==> config.mk <==
export PLATFORM = sky130hd
export DESIGN_NAME = ifu_fetch
export DESIGN_NICKNAME = d
export VERILOG_FILES = /design/src/rtl/ifu_fetch.sv
export SDC_FILE = /design/constraint.sdc
export NUM_CORES = 1
export LEC_CHECK = 0
export ABC_AREA = 1
export BUFFER_PORTS_ARGS = -buffer_cell sky130_fd_sc_hd__buf_4
export CAP_MARGIN = 40
export CORE_ASPECT_RATIO = 1.25
export CORE_MARGIN = 3
export CORE_UTILIZATION = 44
export CTS_CLUSTER_SIZE = 16
export DETAILED_ROUTE_END_ITERATION = 6
export GPL_TIMING_DRIVEN = 0
export PLACE_DENSITY_LB_ADDON = 0.25
export SYNTH_ARGS = -nofsm -noshare
export SYNTH_HDL_FRONTEND = slang
export SYNTH_SLANG_ARGS = --single-unit
==> constraint.sdc <==
create_clock -name clk_i -period 1.7 [get_ports clk_i]
set_clock_uncertainty 0.2 [all_clocks]
set_input_delay 0.085 -clock clk_i [delete_from_list [all_inputs] [get_ports clk_i]]
set_output_delay 0.085 -clock clk_i [all_outputs]
set_load 0.005 [all_outputs]
==> src/rtl/ifu_fetch.sv <==
// Instruction fetch unit: fetches the word at the architectural PC over a
// valid/ready AR/R port and hands it to decode. It fetches once per PC value,
// then waits for the PC unit's next update before fetching again.
//
// state  | meaning
// -------+------------------------------------------------------------
// INIT   | just out of reset; nothing driven, go fetch at pc_i next
// REQ    | drive AR for pc_i (misaligned pc_i goes straight to HOLD as fault)
// RESP   | request accepted, waiting for the R beat
// HOLD   | instruction (or fault) presented to decode until accepted
// WAITPC | instruction consumed, waiting for the next PC update
module ifu_fetch #(
  parameter int PC_W   = 32,
  parameter int INST_W = 32
) (
  input  logic              clk_i,
  input  logic              rst_i,
  input  logic [PC_W-1:0]   pc_i,
  input  logic              pc_upd_i,
  output logic [PC_W-1:0]   araddr_o,
  output logic              arvalid_o,
  input  logic              arready_i,
  input  logic [INST_W-1:0] rdata_i,
  input  logic [1:0]        rresp_i,
  input  logic              rvalid_i,
  output logic              rready_o,
  output logic [INST_W-1:0] inst_o,
  output logic [PC_W-1:0]   inst_pc_o,
  output logic              inst_err_o,
  output logic              inst_valid_o,
  input  logic              inst_ready_i
);

  typedef enum logic [2:0] {
    S_INIT   = 3'd0,
    S_REQ    = 3'd1,
    S_RESP   = 3'd2,
    S_HOLD   = 3'd3,
    S_WAITPC = 3'd4
  } state_t;

  state_t              r_state;
  logic                r_pend;
  logic [INST_W-1:0]   r_inst;
  logic [PC_W-1:0]     r_inst_pc;
  logic                r_err;
  logic                r_rready;
  logic                r_ivld;
  logic                w_aligned;
  logic                w_in_req;

  assign w_aligned = (pc_i[1:0] == 2'b00);
  assign w_in_req  = (r_state == S_REQ);

  // The address follows pc_i directly so a PC update is seen without an
  // extra register stage; pc_i is stable while a request is pending.
  assign araddr_o     = w_in_req ? pc_i : '0;
  assign arvalid_o    = w_in_req & w_aligned;
  assign rready_o     = r_rready;
  assign inst_valid_o = r_ivld;
  assign inst_o       = r_inst;
  assign inst_pc_o    = r_inst_pc;
  assign inst_err_o   = r_err;

  // Fetch sequencing, latched instruction and the single pending-update bit.
  always_ff @(posedge clk_i) begin
    if (!rst_i) begin
      r_state   <= S_INIT;
      r_pend    <= 1'b0;
      r_inst    <= '0;
      r_inst_pc <= '0;
      r_err     <= 1'b0;
      r_rready  <= 1'b0;
      r_ivld    <= 1'b0;
    end else begin
      case (r_state)
        S_INIT: begin
          if (pc_upd_i) r_pend <= 1'b1;
          r_state <= S_REQ;
        end
        S_REQ: begin
          if (pc_upd_i) r_pend <= 1'b1;
          if (!w_aligned) begin
            // Misaligned PC never reaches memory; report it as a fault word.
            r_inst_pc <= pc_i;
            r_inst    <= '0;
            r_err     <= 1'b1;
            r_ivld    <= 1'b1;
            r_state   <= S_HOLD;
          end else if (arready_i) begin
            r_inst_pc <= pc_i;
            r_rready  <= 1'b1;
            r_state   <= S_RESP;
          end
        end
        S_RESP: begin
          if (pc_upd_i) r_pend <= 1'b1;
          if (rvalid_i) begin
            r_inst   <= rdata_i;
            r_err    <= (rresp_i != 2'b00);
            r_rready <= 1'b0;
            r_ivld   <= 1'b1;
            r_state  <= S_HOLD;
          end
        end
        S_HOLD: begin
          if (inst_ready_i) begin
            r_ivld <= 1'b0;
            // An update arriving with the handshake skips the WAITPC bubble.
            if (r_pend || pc_upd_i) begin
              r_pend  <= 1'b0;
              r_state <= S_REQ;
            end else begin
              r_state <= S_WAITPC;
            end
          end else if (pc_upd_i) begin
            r_pend <= 1'b1;
          end
        end
        S_WAITPC: begin
          if (r_pend || pc_upd_i) begin
            r_pend  <= 1'b0;
            r_state <= S_REQ;
          end
        end
        default: begin
          r_state  <= S_INIT;
          r_rready <= 1'b0;
          r_ivld   <= 1'b0;
        end
      endcase
    end
  end

endmodule

### Yosys cells after proc, flatten, opt, wreduce, memory -nomap -nowiden

Index checks and enable logic that the tools add are counted.

* bits in registers: 71
* bits in latches: 0
* RAM bits: 0
* bits in read-only memories: 0
* logic and storage cells: 63
* memories kept: 0

* add/subtract/negate cells: 0
* multipliers: 0
* div/mod/pow operators: 0
* order comparisons: 0
* eq/ne operators: 12
* shifts and indexed selects: 0
* muxes and demuxes: 27
* bitwise operators: 3
* reduce and logical (&&, ||, !) cells: 14

Operators with widths (count)
* 32-bit two-way mux: 5
* 32-bit one-hot mux with 2 select lines: 1
* 3-bit two-way mux: 6
* 3-bit one-hot mux with 5 select lines: 1
* 2-bit != test, second input constant: 7
* 4-bit AND reduction: 3
* 1-bit two-way mux: 10
* 3-bit by 2-bit == test with 1-bit output, second input constant: 2
* 1-bit one-hot mux with 3 select lines: 2
* 3-bit OR reduction: 2
* 1-bit one-hot mux with 4 select lines: 1
* 2-bit nonzero test: 2
* 3-bit by 1-bit == test with 1-bit output, second input constant: 1
* 3-bit == test, second input constant: 1
* 3-bit zero test: 1
* 3-bit != test, second input constant: 1
* 3-bit AND reduction: 1
* 3-bit nonzero test: 1
* 2-bit zero test: 1
* 1-bit inverter: 2
* 1-bit one-hot mux with 2 select lines: 1
* 2-bit AND reduction: 1
* 2-bit OR reduction: 1
* 1-bit AND: 1
* 1-bit logical OR: 1

### Longest topological paths before layout

* depth after elaboration: 4
* gate-level depth with buffers: 9
* depth with buffers taken out: 9

### Worst setup path after synthesis

OpenSTA, ideal clock, no wires.

* kind: register to register
* start point: register r_state[1]
* end point: register r_ivld (netlist: inst_valid_o)
* arrival time: 1.058 ns
* data required time: 1.387 ns
* path slack: 0.329 ns
* cell stages (with the launch flop): 9
* buffers on the path: 1
* cell sequence: dfxtp_1 nor2_2 nand2_2 buf_2 o21ai_0 nor2_1 nand2_1 nand2_1 nor2_1

* longest elaborated chain between the ends: 4
* elaborated cells on any way between the ends: 12
* classes of those cells: eq/ne (7); mux (1); bitwise (1); reduce/logical (3)

RTL lines
* start: declaration: RTL line 42 `state_t r_state;`
* start signal: assignment: RTL line 68 `r_state <= S_INIT;`
* start signal: assignment: RTL line 79 `r_state <= S_REQ;`
* start signal: assignment: RTL line 89 `r_state <= S_HOLD;`
* 3-bit == test / 3-bit zero test (equally long branches): RTL line 76 `case (r_state)`
* 2-bit OR reduction (no line)
* 1-bit inverter (no line)
* 4-bit AND reduction (no line)
* end signal: assignment: RTL line 74 `r_ivld <= 1'b0;`
* end signal: assignment: RTL line 88 `r_ivld <= 1'b1;`
* end signal: assignment: RTL line 102 `r_ivld <= 1'b1;`
* end: declaration: RTL line 48 `logic r_ivld;`

Parallel ways exist; a longest one is shown, timed or not.
A chain may end at the register's enable or synchronous reset.

### Final worst setup path

* start point: register r_state[2]
* end point: output port araddr_o[24]

* longest elaborated chain between the ends: 2

RTL lines
* 3-bit by 1-bit == test with 1-bit output: RTL line 53 `assign w_in_req = (r_state == S_REQ);`
* 32-bit two-way mux: RTL line 57 `assign araddr_o = w_in_req ? pc_i : '0;`
* end: declaration: RTL line 20 `output logic [PC_W-1:0] araddr_o,`

Every way passes these cells.

==> impl_metrics.tcl <==
set metrics [dict create \
    outcome "finished, violations left" \
    failed_checks "negative setup slack" \
    wirelength_met1_um 4570 \
    critical_path.slowest_cell "sky130_fd_sc_hd__dfxtp_4" \
    stdcell_count 749 \
    yosys-mux-area-fraction 0 \
    drc_errors 0 \
    globalplace.congestion 0.841 \
    port_buffers 170 \
    syn_area_per_cell_um2 7.82 \
    h-tree-depth 3 \
    worst_setup_path_start_kind "flip-flop" \
    critPathBufInv 3 \
    grt_antenna_before_repair 0 \
    tightest_slew_ns 0.729 \
    routed-wl-met3_um 1260 \
    n_antenna_cell 0 \
    drv.max_cap_violation_count 0 \
    synth_fa_ha_area_frac 0 \
    peakVddDrop_mv 0.899 \
    avgViaCountPerCell 5.19 \
    detail_route.first_pass.iterations 5 \
    top_layer "met4" \
    path_clk_slew_ns 0.07 \
    fp.dieArea_um2 8150 \
    cts_inserted_buffers 9 \
    synth_simple_gate_area_frac 0.245 \
    drive_gt1_frac 0.427 \
    synth_compound_area_frac 0.194 \
    xor_and_xnor_fraction_of_the_mapped_netlist_area 0 \
    commonest_cells_after_routing_fill_and_taps_aside "181 x sky130_fd_sc_hd__buf_4, 69 x sky130_fd_sc_hd__dlygate4sd3_1, 68 x sky130_fd_sc_hd__dfxtp_1" \
    detail_route.wirelength_um 12700 \
    report.final.slew_viol_count 0 \
    synth-warning-count 0 \
    timing.hold.worst.class "input pin to flip-flop" \
    ant_nets 0 \
    maximum_clock_path_buffer_count 2 \
    fmax_mhz 576 \
    clock_insertion_delay_worst_skew_ns 0.33 \
    cp.required_ns 1.41 \
    yosys.area.top_type_share 0.455 \
    synth_top_family_by_area "simple AND/OR/NAND/NOR gates" \
    row_count 33 \
    postSynthNetCount 471 \
    vias 3890 \
    die_width_um 81.3 \
    dp.cells 656 \
    post-route-min-period_ns 1.74 \
    most_common_cell_after_layout_fill_and_taps_aside "sky130_fd_sc_hd__buf_4" \
    number_of_global_route_vias_before_repair 3979 \
    postSynthCellCount 399 \
    fin_setup_tns_ns -0.0623 \
    hold_viol 0 \
    synthDistinctLibCells 20 \
    power_leakage_nw 2.62 \
    endpoint_kind_of_the_worst_setup_timing_path "primary output" \
    root_buffer "sky130_fd_sc_hd__clkbuf_8" \
    total_half_perimeter_wirelength_after_legalization_and_detailed_placement_um 7140 \
    wl_met2_um 6480 \
    synth_seq_cells 71 \
    timing.critical_path.fanout_max 10 \
    hold_slack_ns 0.0389 \
    mapped_area_um2 3120 \
    timing.final.ws_setup_ns -0.0360 \
    layout.core_utilization 0.838 \
    global_route_total_overflow 0 \
    rsz0062_at_grt "yes" \
    floorplan.initialDensity 0.464 \
    worstPathCellList "nor2_4 -> nand2_4 -> buf_8 -> buf_12 -> nor2_2 -> buf_4" \
    synth_largest_area_cell "sky130_fd_sc_hd__dfxtp_1" \
    die-height_um 100 \
    seq_area_frac_synth 0.455 \
    setup_viol_count_final 3 \
    grt_pass1_wl_um 18900 \
    cp_slowest_stage_delay_ns 0.36 \
    ys_top_cells_by_area "sky130_fd_sc_hd__dfxtp_1 46%, sky130_fd_sc_hd__a211oi_2 12%, sky130_fd_sc_hd__nor2_1 10%" \
    pin_count_of_the_biggest_net_entering_global_routing 13 \
    final_min_period_over_clock_period 1.02 \
    slew_headroom 0.514 \
    p_per_area_nw_per_um2 1450 \
    top_level_ports 172 \
    cell_family_with_the_largest_share_of_critical_path_delay "buffers and inverters" \
    tritoncts "done" \
    worstPathArrival_ns 1.45 \
    avgRoutedWirePerCell_um 17.0 \
    drtIter0Drc 148 \
    area_growth_syn_to_layout_pct 80.8 \
    total_power_mw 8.17 \
    clock_sink_count 71 \
    coreArea_um2 6730 \
    grt_total_usage 0.299 \
    criticalPathCategory "flip-flop to primary output" \
    nets 729 \
]
routing by layer:
layer,up-vias,global-route usage
met2,226,0.541
li1,1802,-
met5,-,0
met3,40,0.0817
met1,1822,0.316
met4,0,0.133
worst register-to-register path, cell delays in order (launching register included):
cell and delay (ns):
sky130_fd_sc_hd__dfxtp_4 0.37, sky130_fd_sc_hd__buf_4 0.14, sky130_fd_sc_hd__nand3_2 0.14, sky130_fd_sc_hd__inv_4 0.14
sky130_fd_sc_hd__nand2_4 0.08, sky130_fd_sc_hd__nand2_4 0.11, sky130_fd_sc_hd__buf_6 0.16, sky130_fd_sc_hd__nand2_1 0.09
sky130_fd_sc_hd__a21oi_1 0.17
path summary, 6_finish.rpt:
path / start / end / slack [ns] / cells past startpoint
worst max-delay path: r_state[2] / araddr_o[24] / -0.04 / 6
worst min-delay path: pc_upd_i / r_state[2] / 0.04 / 6
worst min register to register: rready_o / rready_o / 0.25 / 2
worst max register to register: r_state[1] / inst_o[19] / 0.04 / 8
registers in the layout, summed over array words and instances, names as in the netlist:
register,count
inst_err_o,1
inst_o,32
inst_pc_o,32
inst_valid_o,1
r_pend,1
r_state,3
rready_o,1
cells by family after synthesis:
family / after synthesis
and+or+nand+nor: 182
AOI/OAI and AO/OA: 73
buffers and inverters: 73
DFF: 71
cell usage after synthesis:
master	number
sky130_fd_sc_hd__nor2_1	84
sky130_fd_sc_hd__dfxtp_1	71
sky130_fd_sc_hd__nand2_1	52
sky130_fd_sc_hd__inv_1	44
sky130_fd_sc_hd__nand3_1	40
sky130_fd_sc_hd__a21oi_1	38
sky130_fd_sc_hd__a211oi_2	30
sky130_fd_sc_hd__clkbuf_1	10
sky130_fd_sc_hd__buf_2	8
sky130_fd_sc_hd__buf_4	6
sky130_fd_sc_hd__buf_6	3
sky130_fd_sc_hd__inv_2	2
sky130_fd_sc_hd__nand2_4	2
sky130_fd_sc_hd__o211ai_1	2
sky130_fd_sc_hd__o21ai_0	2
sky130_fd_sc_hd__a21oi_4	1
sky130_fd_sc_hd__nand2_2	1
sky130_fd_sc_hd__nand3_2	1
sky130_fd_sc_hd__nand3b_1	1
sky130_fd_sc_hd__nor2_2	1
report_power, final:
part | switching, mW | leakage [nW] | total [mW] | internal, mW
combinational | 2.29 | 1.94 | 4.41 | 2.11
sequential | 0.291 | 0.582 | 2.41 | 2.12
clock | 0.633 | 0.103 | 1.35 | 0.719
cell type report:
cell class / count / area (µm²)
inverter: 46 / 175
fill: 370 / 1090
clock buffer: 11 / 141
multi-input combinational: 255 / 1490
clock inverter: 5 / 57.6
buffer: 27 / 205
tap: 87 / 109
timing repair buffer: 247 / 2040
sequential: 71 / 1430
stage by stage:
| step | area, µm² | setup slack [ns] |
|---|---|---|
| 2_1_floorplan | 3120 | 0.329 |
| 3_3_place_gp | 4510 | 0.0778 |
| 3_5_place_dp | 4510 | 0.00847 |
| 4_1_cts | 5500 | 0.00254 |
| 5_1_grt | 5640 | -0.0534 |
| 6_report | 5640 | -0.0360 |
what timing repair did:
| action | in CTS | in global routing |
|---|---|---|
| hold buffers | 69 | 0 |
| hold endpoints to repair | 70 | 0 |
| buffers inserted | 4 | 4 |
| pin swaps | 1 | 2 |
| resized for setup | 24 | 41 |
| setup endpoints to repair | 33 | 66 |
(Power assumes the default switching activity.)
